File: src/rtl/display_mux.sv
// display_mux
// Time-multiplexed 7-segment driver for DIGITS digits. A prescaler divides CLK
// down to one digit slot every SCAN_DIV cycles and a digit index walks 0..DIGITS-1.
// New display data is staged on LOAD. It is copied into the displayed (shadow)
// copy only at the end of a full frame, or at once while scanning is stopped,
// so a frame is never drawn with half old and half new digits.
//
// Ports
//   CLK    : clock, rising edge
//   RST    : asynchronous reset, active low
//   EN     : scan enable; while low the scan holds at digit 0 and outputs go dark
//   LOAD   : one-cycle strobe that captures VALUE, DP and LZ
//   VALUE  : 4 bits per digit, nibble i drives digit i (digit 0 least significant)
//   DP     : decimal point per digit
//   LZ     : leading-zero suppression enable
//   DISP   : segments a..g on DISP[6]..DISP[0], registered
//   DP_OUT : decimal-point segment, registered
//   AN     : one-hot digit select, registered
module display_mux #(
    parameter int DIGITS         = 4,
    parameter int SCAN_DIV       = 50000,
    parameter int HEX_MODE       = 1,
    parameter int SEG_ACTIVE_LOW = 0,
    parameter int AN_ACTIVE_LOW  = 0
) (
    input  logic                CLK,
    input  logic                RST,
    input  logic                EN,
    input  logic                LOAD,
    input  logic [4*DIGITS-1:0] VALUE,
    input  logic [DIGITS-1:0]   DP,
    input  logic                LZ,
    output logic [6:0]          DISP,
    output logic                DP_OUT,
    output logic [DIGITS-1:0]   AN
);

    localparam int PRE_W = $clog2(SCAN_DIV);
    localparam int IDX_W = (DIGITS > 1) ? $clog2(DIGITS) : 1;
    localparam logic [PRE_W-1:0]  PRE_MAX = PRE_W'(SCAN_DIV - 1);
    localparam logic [IDX_W-1:0]  IDX_MAX = IDX_W'(DIGITS - 1);
    localparam logic [6:0]        SEG_INV = (SEG_ACTIVE_LOW != 0) ? 7'h7F : 7'h00;
    localparam logic              DP_INV  = (SEG_ACTIVE_LOW != 0);
    localparam logic [DIGITS-1:0] AN_INV  = (AN_ACTIVE_LOW != 0) ? {DIGITS{1'b1}} : {DIGITS{1'b0}};

    logic [PRE_W-1:0]    prescaler_q, prescaler_d;
    logic [IDX_W-1:0]    idx_q, idx_d;
    logic [4*DIGITS-1:0] stage_value_q, stage_value_d;
    logic [DIGITS-1:0]   stage_dp_q, stage_dp_d;
    logic                stage_lz_q, stage_lz_d;
    logic [4*DIGITS-1:0] shadow_value_q, shadow_value_d;
    logic [DIGITS-1:0]   shadow_dp_q, shadow_dp_d;
    logic                shadow_lz_q, shadow_lz_d;
    logic                pending_q, pending_d;
    logic [6:0]          disp_q, disp_d;
    logic                dp_out_q, dp_out_d;
    logic [DIGITS-1:0]   an_q, an_d;

    logic                tick;
    logic                wrap;
    logic                commit;
    logic [3:0]          cur_nibble;
    logic                cur_dp;
    logic                cur_blank;
    logic                zero_run;
    logic [6:0]          seg_raw;

    assign tick   = EN && (prescaler_q == PRE_MAX);
    assign wrap   = tick && (idx_q == IDX_MAX);
    // The shadow copy may only change at a frame boundary, or at any time while
    // nothing is being scanned out.
    assign commit = !EN || wrap;

    always_comb begin
        prescaler_d = prescaler_q;
        idx_d       = idx_q;
        if (!EN) begin
            prescaler_d = '0;
            idx_d       = '0;
        end else if (tick) begin
            prescaler_d = '0;
            idx_d       = (idx_q == IDX_MAX) ? '0 : idx_q + IDX_W'(1);
        end else begin
            prescaler_d = prescaler_q + PRE_W'(1);
        end
    end

    // A load landing on a commit edge goes straight through to the shadow copy;
    // otherwise it waits in staging, and later loads simply overwrite it.
    always_comb begin
        stage_value_d  = stage_value_q;
        stage_dp_d     = stage_dp_q;
        stage_lz_d     = stage_lz_q;
        shadow_value_d = shadow_value_q;
        shadow_dp_d    = shadow_dp_q;
        shadow_lz_d    = shadow_lz_q;
        pending_d      = pending_q;
        if (LOAD) begin
            stage_value_d = VALUE;
            stage_dp_d    = DP;
            stage_lz_d    = LZ;
            if (commit) begin
                shadow_value_d = VALUE;
                shadow_dp_d    = DP;
                shadow_lz_d    = LZ;
                pending_d      = 1'b0;
            end else begin
                pending_d      = 1'b1;
            end
        end else if (commit && pending_q) begin
            shadow_value_d = stage_value_q;
            shadow_dp_d    = stage_dp_q;
            shadow_lz_d    = stage_lz_q;
            pending_d      = 1'b0;
        end
    end

    // Walk from the most significant digit down so zero_run tells whether this
    // digit and every digit above it are zero.
    always_comb begin
        cur_nibble = 4'h0;
        cur_dp     = 1'b0;
        cur_blank  = 1'b0;
        zero_run   = 1'b1;
        for (int i = DIGITS - 1; i >= 0; i--) begin
            zero_run = zero_run && (shadow_value_q[4*i +: 4] == 4'h0);
            if (idx_q == IDX_W'(i)) begin
                cur_nibble = shadow_value_q[4*i +: 4];
                cur_dp     = shadow_dp_q[i];
                cur_blank  = shadow_lz_q && zero_run && (i != 0);
            end
        end
    end

    always_comb begin
        seg_raw = 7'b0000000;
        case (cur_nibble)
            4'h0: seg_raw = 7'b1111110;
            4'h1: seg_raw = 7'b0110000;
            4'h2: seg_raw = 7'b1101101;
            4'h3: seg_raw = 7'b1111001;
            4'h4: seg_raw = 7'b0110011;
            4'h5: seg_raw = 7'b1011011;
            4'h6: seg_raw = 7'b1011111;
            4'h7: seg_raw = 7'b1110000;
            4'h8: seg_raw = 7'b1111111;
            4'h9: seg_raw = 7'b1111011;
            4'hA: seg_raw = (HEX_MODE != 0) ? 7'b1110111 : 7'b0000000;
            4'hB: seg_raw = (HEX_MODE != 0) ? 7'b0011111 : 7'b0000000;
            4'hC: seg_raw = (HEX_MODE != 0) ? 7'b1001110 : 7'b0000000;
            4'hD: seg_raw = (HEX_MODE != 0) ? 7'b0111101 : 7'b0000000;
            4'hE: seg_raw = (HEX_MODE != 0) ? 7'b1001111 : 7'b0000000;
            default: seg_raw = (HEX_MODE != 0) ? 7'b1000111 : 7'b0000000;
        endcase
    end

    // Outputs are built from the index before it advances, which gives the
    // one-cycle lag behind the scan; with scanning stopped everything goes dark.
    always_comb begin
        disp_d   = 7'b0000000;
        dp_out_d = 1'b0;
        an_d     = '0;
        if (EN) begin
            disp_d   = cur_blank ? 7'b0000000 : seg_raw;
            dp_out_d = cur_dp;
            for (int i = 0; i < DIGITS; i++) begin
                an_d[i] = (idx_q == IDX_W'(i));
            end
        end
    end

    always_ff @(posedge CLK or negedge RST) begin
        if (!RST) begin
            prescaler_q    <= '0;
            idx_q          <= '0;
            stage_value_q  <= '0;
            stage_dp_q     <= '0;
            stage_lz_q     <= 1'b0;
            shadow_value_q <= '0;
            shadow_dp_q    <= '0;
            shadow_lz_q    <= 1'b0;
            pending_q      <= 1'b0;
            disp_q         <= 7'b0000000;
            dp_out_q       <= 1'b0;
            an_q           <= '0;
        end else begin
            prescaler_q    <= prescaler_d;
            idx_q          <= idx_d;
            stage_value_q  <= stage_value_d;
            stage_dp_q     <= stage_dp_d;
            stage_lz_q     <= stage_lz_d;
            shadow_value_q <= shadow_value_d;
            shadow_dp_q    <= shadow_dp_d;
            shadow_lz_q    <= shadow_lz_d;
            pending_q      <= pending_d;
            disp_q         <= disp_d;
            dp_out_q       <= dp_out_d;
            an_q           <= an_d;
        end
    end

    // Polarity is a pure XOR on the registered values, so it adds no delay.
    assign DISP   = disp_q ^ SEG_INV;
    assign DP_OUT = dp_out_q ^ DP_INV;
    assign AN     = an_q ^ AN_INV;

endmodule

File: config.mk
export PLATFORM = sky130hd
export DESIGN_NAME = display_mux
export DESIGN_NICKNAME = d
export VERILOG_FILES = /design/src/rtl/display_mux.sv
export SDC_FILE = /design/constraint.sdc
export NUM_CORES = 1
export LEC_CHECK = 0
export CAP_MARGIN = 20
export CORE_MARGIN = 10
export CORE_UTILIZATION = 63
export CTS_BUF_LIST = sky130_fd_sc_hd__clkbuf_4
export DETAILED_ROUTE_END_ITERATION = 10
export PLACE_DENSITY = 0.95
export SETUP_SLACK_MARGIN = 0.15
export SYNTH_ARGS = -nofsm -noshare
export SYNTH_HDL_FRONTEND = slang
export SYNTH_SLANG_ARGS = --single-unit
File: constraint.sdc
create_clock -name CLK -period 4.6 [get_ports CLK]
set_clock_uncertainty 0.2 [all_clocks]
set_input_delay 0.46 -clock CLK [delete_from_list [all_inputs] [get_ports CLK]]
set_output_delay 0.46 -clock CLK [all_outputs]
set_load 0.01 [all_outputs]
## Yosys cells after proc, flatten, opt, wreduce, memory -nomap -nowiden

Memory sizes are Yosys's and may differ from the RTL's.
Index checks and enable logic that the tools add are counted.

| storage, ports and cells | value |
|---|---|
| register bits after elaboration | 73 |
| memory bits (read-only) | 112 |
| input port bits | 25 |
| output and inout port bits | 12 |
| word-level logic and storage cells | 70 |
| memories | 1 |

Memories:

| memory | depth | bits a word | read ports | clocked after memory_dff | wr ports | RTL line | text |
|---|---|---|---|---|---|---|---|
| (name not given) | 16 | 7 | 1 | 0 | 0 | 137 | `case (cur_nibble)` |

| operators by class | value |
|---|---|
| add/subtract/negate cells | 2 |
| equal/unequal tests | 6 |
| mux-type cells | 33 |
| reductions and logical operators | 16 |

Operators with widths:

| operator | number |
|---|---|
| 2-to-1 mux 16 bit | 5 |
| 2-to-1 mux 4 bit | 8 |
| adder 16 x 1 -> 16 bit, second input constant | 1 |
| == test 16 bit, second input constant | 1 |
| 2-to-1 mux 1 bit | 15 |
| 2-to-1 mux 7 bit | 2 |
| zero test 4 bit | 3 |
| logical AND 1 bit | 8 |
| 2-to-1 mux 2 bit | 3 |
| == test 2 bit, second input constant | 2 |
| inequality test 2 x 1 -> 1 bit, second input constant | 2 |
| adder 2 x 1 -> 2 bit, second input constant | 1 |
| == test 2 x 1 -> 1 bit, second input constant | 1 |
| zero test 2 bit | 1 |
| AND reduction 2 bit | 1 |
| nonzero test 2 bit | 1 |
| zero test 1 bit | 1 |
| logical OR 1 bit | 1 |

## Longest topological paths before layout

Gate-level depths: netlist (run 1).

| logic depth | value |
|---|---|
| depth after elaboration | 8 |
| mapped depth | 11 |

## Worst setup path before layout (run 1)

Ideal clock, no wire load.

| path | value |
|---|---|
| path type | reg2reg |
| start | reg idx_q[0] |
| end | reg disp_q[1], in the netlist DISP[1] |
| library setup time | 0.094 ns |
| data arrival time | 2.234 ns |
| data required time | 4.306 ns |
| setup slack | 2.072 ns |
| stages on the path, launching flop included | 11 |
| buffers on the path | 1 |
| cells stage by stage | dfrtp_1 > inv_1 > ha_1 > buf_2 > or2_2 > o221ai_1 > inv_1 > ha_1 > inv_1 > o21ai_0 > a211oi_1 |

| on the way | value |
|---|---|
| word-level cells in the longest chain between the ends | 8 |

Ends and longest elaborated chain:

| element | RTL line | text |
|---|---|---|
| start: declaration | 47 | `logic [IDX_W-1:0] idx_q, idx_d;` |
| start signal: assignment | 188 | `idx_q <= idx_d;` |
| == test 2 bit | 127 | `if (idx_q == IDX_W'(i)) begin` |
| 2-to-1 mux 4 bit (4 in a row) | 127 |  |
| memory (16 x 7 bit) | n/a |  |
| 2-to-1 mux 7 bit * | 164 | `disp_d = cur_blank ? 7'b0000000 : seg_raw;` |
| 2-to-1 mux 7 bit * | 163 | `if (EN) begin` |
| via disp_d[1] | 55 | `logic [6:0] disp_q, disp_d;` |
| end signal: assignment | 196 | `disp_q <= disp_d;` |
| end: declaration | 55 |  |

Mark *: on every way through the listed nets, which the timed path passes. The rest lies on a longest branch.
A chain may end at the register's enable or synchronous reset.

## Worst setup path in the final report (run 1)

| path | value |
|---|---|
| start | reg idx_q[0] |
| end | reg disp_q[6], in the netlist DISP[6] |

Same word-level chain as after synthesis.

==> results_dict.tcl, run 1 <==
set metrics [dict create \
    outcome "finished clean" \
    required_ns 4.74 \
    synth_commonest_cells "dfrtp_1, mux2_2, nor2_1" \
    final_area_um2 4010 \
    multi_input_comb_area_um2 1540 \
    tns_ns 0 \
    cts_sinks 73 \
    synth_top_area_share_pct 52.6 \
    async_flop_share_pct 100 \
    ys_seq_elements 73 \
    viasPerCell 5.63 \
    setup_violations 0 \
    area.growth.synth_to_final_pct 15.5 \
    io-pin-count 37 \
    ys_warn_count 0 \
    grt_pass1_vias 2339 \
    critPathCapture "DISP[6]" \
    dp_cells 373 \
    synth_top_family_by_area "multiplexers" \
    min_path_type "reg2reg" \
    ir_drop_mv 0.221 \
    antenna_left 0 \
    grt_pass1_wl_mm 11.0 \
    area.sequential_um2 1830 \
    core_area_um2 5240 \
    numPortBuffers 36 \
    synthXorXnorAreaFrac_pct 3.53 \
    drt_iter0_drc 114 \
    cp_cell_sequence "inv_1 > ha_1 > or2_2 > o221ai_1 > inv_1 > ha_1 > nor3_1 > a31oi_1 > a21oi_1" \
    relSlewSlack_pct 41.2 \
    rsz0062_at_grt "false" \
    drtPass1Iterations 4 \
    grt-busiest-layer "met2" \
    powerDensity_nw_per_um2 355 \
    synthSimpleGateAreaFrac_pct 13.5 \
    max_freq_ghz 0.347 \
    worstReg2RegStart "idx_q[0]" \
    gp_congestion 0.838 \
    path_depth 9 \
    antenna_found_initial 0 \
    die-area_um2 8880 \
    finalHoldViolations 0 \
    r2r_slack_ns 1.72 \
    met1_usage_pct 17.9 \
    gr-total-overflow 0 \
    num-fill-cells 348 \
    r2r-end "DISP[6]" \
    num_vias 2196 \
    rr_worst_depth 9 \
    cts_tree "done" \
    num_rows 26 \
    use_met2_pct 25.5 \
    synthTopCellsByArea "dfrtp_1, mux2_4, mux2_2, ha_1, xor2_1" \
    p_leak_nw 1.76 \
    cap_viol_max_count 0 \
    worstPathArrival_ns 3.02 \
    critPathSlowestCell "o221ai_1" \
    root_buffer "clkbuf_4" \
    drt-total-wl_mm 6.54 \
    path_clk_slew_ns 0.12 \
    drive_gt1_share_pct 22.5 \
    crit_buf_inv 2 \
    synth-compound-area-share_pct 6.38 \
    fin_crit_sh_pct 62.6 \
    nets 351 \
    hold_depth 1 \
    crit_path_start "idx_q[0]" \
    synth.most_common_cell "dfrtp_1" \
    synthAdderAreaFrac_pct 3.96 \
    cts_buffers 9 \
    yosysSeqAreaShare_pct 52.6 \
    die_x_um 94.3 \
    crit_type "reg2reg" \
    ys_types 49 \
    endpoint_kind "flip-flop" \
    fin_crit_ns 2.88 \
    clock_latency_ns 0.42 \
    route.detailed.drc 0 \
    synth_top_area_cell "dfrtp_1" \
    grt_usage_pct 15.6 \
    dpl_cell_area_um2 3860 \
    netlist_area_um2 3470 \
    synthMuxAreaShare_pct 16.9 \
    critPathTopFamily "compound AO/OA/AOI/OAI gates" \
    wl_per_cell_um 16.8 \
    tightest_slew_ns 0.882 \
    synthesis.nets 313 \
    grt_max_degree 41 \
    dp_hpwl_mm 4.68 \
    final_cells 390 \
    diodes 0 \
    use_met3_pct 5.92 \
    cts_setup_buffers 0 \
    synthCells 277 \
    htree_num_levels 3 \
    drv_slew 0 \
    dpl_worst_slack_ns 1.78 \
    start_util_pct 66.3 \
    cp-start-kind "flip-flop" \
    cts.path.max_buffers 2 \
    fp.dieH_um 94.3 \
    synth_edf_count 0 \
    setup_ws_ns 1.72 \
    syn_area_per_cell_um2 12.5 \
    critPathMaxFanout 13 \
    synth_ff_type "dfrtp_1" \
    critical_path.max_stage_delay_ns 0.48 \
]
==> layout by cell type (no fill, tap or decap), types with 6 or more instances in the layout <==
cell type / synthesis / final
dfrtp_1: 73 / 73
clkdlybuf4s50_1: 0 / 35
mux2_2: 22 / 22
nor2_1: 21 / 21
mux2_4: 20 / 20
nand2_1: 16 / 16
xor2_1: 12 / 12
ha_1: 11 / 11
clkbuf_4: 0 / 11
inv_1: 8 / 8
o21ai_0: 7 / 7
a21oi_1: 6 / 6
and2_1: 6 / 6
==> registers in the layout (all words and copies together) (netlist names) <==
signal,cells
prescaler_q,16
shadow_value_q,16
stage_value_q,16
DISP,7
AN,4
shadow_dp_q,4
stage_dp_q,4
idx_q,2
DP_OUT,1
pending_q,1
shadow_lz_q,1
stage_lz_q,1
==> how the worst min path moves through the flow <==
stage	from	to
3_3_place_gp	stage_value_q[10]	stage_value_q[10]
5_1_grt	stage_value_q[3]	stage_value_q[3]
6_report	prescaler_q[0]	prescaler_q[0]
2_1_floorplan	RST	AN[0]
3_5_place_dp	stage_value_q[10]	stage_value_q[10]
4_1_cts	prescaler_q[0]	prescaler_q[0]
==> per-layer routing <==
layer | up-vias | part of all wire (%)
li1 | 1044 | -
met1 | 1078 | 44
met2 | 61 | 48
met3 | 13 | 6.1
met4 | 0 | 1.3
met5 | - | 0
==> worst register-to-register path: cells and delay by family (launching register included) <==
family	cells	cell delay, ns
AND/OR/NAND/NOR	2	0.56
AO/OA/AOI/OAI	3	0.72
flip-flops	1	0.44
adder cells (fa/ha/maj)	2	0.62
buffers and inverters	2	0.26
==> power by group <==
part,switching (mW),leakage [nW],internal (mW)
Clock,0.223,0.0768,0.177
Combinational,0.117,0.771,0.149
Sequential,0.0438,0.908,0.712
Total,0.384,1.76,1.04
==> cells by family (layout without fill, tap and decap cells) <==
kind of cell / after synthesis / in the layout
buffers and inverters: 21 / 64
adders and majority gates: 11 / 11
muxes: 46 / 46
xor gates and xnor gates: 14 / 14
DFF: 73 / 73
AOI/OAI and AO/OA: 31 / 31
and+or+nand+nor: 81 / 81
==> per-stage QoR <==
| stage | utilization, % | power [mW] | hold WS [ns] |
|---|---|---|---|
| after global placement | 73.7 | 1.02 | 0.284 |
| after detailed placement | 73.7 | 1.03 | 0.286 |
| after CTS | 76.6 | 1.43 | 0.316 |
| after floorplan | - | 0.930 | -0.0356 |
| after global routing | 76.6 | 1.49 | 0.330 |
| final | 76.6 | 1.42 | 0.308 |
==> cell type report <==
type / count / area share [%]
clock buffers: 11 / 2.06
clock inverters: 5 / 1.40
inverters: 8 / 0.749
multi-input cells: 183 / 38.4
flip-flops and latches: 73 / 45.6
well taps: 70 / 2.18
repair buffers: 40 / 9.67
==> what timing repair did <==
item,in CTS,in global routing
hold buffers,1,0
endpoints found under the hold margin,39,0
resized for setup,0,0
Note: power is estimated with default switching activity, not from simulation.
==> run 2, diff against run 1 <==
CORE_UTILIZATION = 58   (was 63)
PLACE_DENSITY = 0.91   (was 0.95)
clock period = 2.85 ns   (was 4.6 ns; I/O delays follow)
==> run 2 against run 1 <==
  * Fmax up 15%
  * Clock power up 77%
  * Cell count up 1.8%
  * Final area up 1.8%
  * Critical path depth unchanged
  * Count of clock-buffer cells in the layout down 1
  * Register-to-register slack worse by 1.4 ns
  * Largest cell class unchanged
  * Highest routed layer unchanged
==> results_dict.tcl, run 2 (synthesis gave the netlist of run 1 again) <==
set metrics [dict create \
    outcome "finished clean" \
    rsz0062_at_grt "false" \
    viasPerCell 5.60 \
    finalHoldViolations 0 \
    setup_violations 0 \
    wl_per_cell_um 16.1 \
    crit_type "reg2reg" \
    route.detailed.drc 0 \
    tns_ns 0 \
    numPortBuffers 36 \
    required_ns 2.96 \
    nets 354 \
    internal-power_mw 1.77 \
    fin_crit_sh_pct 87.7 \
    ir_drop_mv 0.379 \
    endpoint_kind "flip-flop" \
    setup_ws_ns 0.352 \
    p_leak_nw 1.78 \
    min_path_type "in2async" \
    grt_pass1_wl_mm 11.0 \
    cp-start-kind "flip-flop" \
    p_total_mw 2.37 \
    clock_latency_ns 0.41 \
    p_seq_share_pct 51.5 \
    cts_tree "done" \
    core_area_um2 5850 \
    relSlewSlack_pct 57.7 \
    powerDensity_nw_per_um2 580 \
    root_buffer "clkbuf_4" \
    antenna_found_initial 0 \
    max_freq_ghz 0.400 \
    io-pin-count 37 \
    grt_pass1_vias 2353 \
    final_common_cell "dfrtp_1" \
    drt-total-wl_mm 6.38 \
    fin_crit_ns 2.50 \
    mostFrequentLayoutCells "dfrtp_1, clkdlybuf4s50_1, mux2_2, nor2_1, mux2_4" \
    diodes 0 \
    cts_resized 0 \
    num_vias 2225 \
    cts.path.max_buffers 2 \
    gr-total-overflow 0 \
    start_util_pct 59.4 \
    fp.dieH_um 97.4 \
    htree_num_levels 3 \
    power_frac_comb_pct 18.7 \
    hold_buffers 1 \
    worstPathArrival_ns 2.60 \
    drive_gt1_share_pct 23.0 \
    cts_setup_buffers 0 \
    path_clk_slew_ns 0.11 \
    top_regs "prescaler_q x16, shadow_value_q x16, stage_value_q x16" \
    die_x_um 97.4 \
    grt_usage_pct 13.9 \
    cts_sinks 73 \
    die-area_um2 9480 \
    dp_hpwl_mm 4.68 \
    swShare_pct 25.5 \
    cap_viol_max_count 0 \
    dpl_worst_slack_ns 0.397 \
    num_rows 28 \
    drv_slew 0 \
    p_clk_share_pct 29.8 \
    gp_congestion 0.844 \
    p_sw_uw 603 \
    drtPass1Iterations 4 \
    antenna_left 0 \
    cts_buffers 9 \
    area.growth.synth_to_final_pct 17.5 \
    grt_max_degree 46 \
    critPathMaxFanout 13 \
    tightest_slew_ns 0.635 \
    drt_iter0_drc 118 \
]
run 2: changes by cell type in the layout (fill, tap and decap cells not counted), sizes merged:
cell / before / now
bufinv: 1 / 2
buf: 4 / 7
clkinv: 3 / 2
clkbuf: 11 / 10
run 2: final timing paths:
check / from / end / slack, ns / depth (start not counted)
max: idx_q[0] / DISP[0] / 0.35 / 9
min: RST / prescaler_q[14] / 0.22 / 2
max reg2reg: idx_q[0] / DISP[0] / 0.35 / 9
min reg2reg: stage_dp_q[1] / stage_dp_q[1] / 0.31 / 1
max in group asynchronous: RST / stage_value_q[11] / 1.58 / 3
min in group CLK: DP[1] / stage_dp_q[1] / 0.29 / 2
run 2: layout make-up:
type	instances	area (µm²)
Sequential cell	73	1830
Fill cell	407	1770
Multi-Input combinational cell	183	1540
Timing Repair Buffer	43	435
Tap cell	75	93.8
Clock inverter	5	81.3
Clock buffer	10	75.1
Inverter	8	30.0
run 2: layer usage:
layer	vias to the layer above	track usage, %	share of wire, %
met4	0	6.71	2.0
met5	-	0	0
li1	1056	-	-
met2	51	22.5	51
met1	1102	16.7	43
met3	16	3.49	3.8
run 2: per-stage QoR:
step / utilization, % / hold slack, ns / cell area (µm²) / cells
floorplan: - / -0.211 / 3470 / 277
global placement: 66.9 / 0.145 / 3920 / 381
detailed placement: 66.9 / 0.139 / 3920 / 381
CTS: 69.8 / 0.229 / 4080 / 397
global route: 69.8 / 0.279 / 4080 / 397
finish: 69.8 / 0.221 / 4080 / 397
run 2: power groups by stage:
stage | logic [mW] | clock network (mW) | registers [mW]
6_report | 0.443 | 0.706 | 1.22
5_1_grt | 0.487 | 0.775 | 1.23
4_1_cts | 0.449 | 0.729 | 1.22
3_5_place_dp | 0.445 | 0 | 1.24
3_3_place_gp | 0.428 | 0 | 1.23
2_1_floorplan | 0.276 | 0 | 1.22
run 2: critical path, stage by stage (launching register included):
cell and delay (ns):
dfrtp_1 0.43, inv_1 0.09, ha_1 0.34, or2_2 0.33, o221ai_1 0.23, inv_1 0.12, ha_1 0.24, nand2_1 0.08
o21ai_0 0.10, a221oi_1 0.26
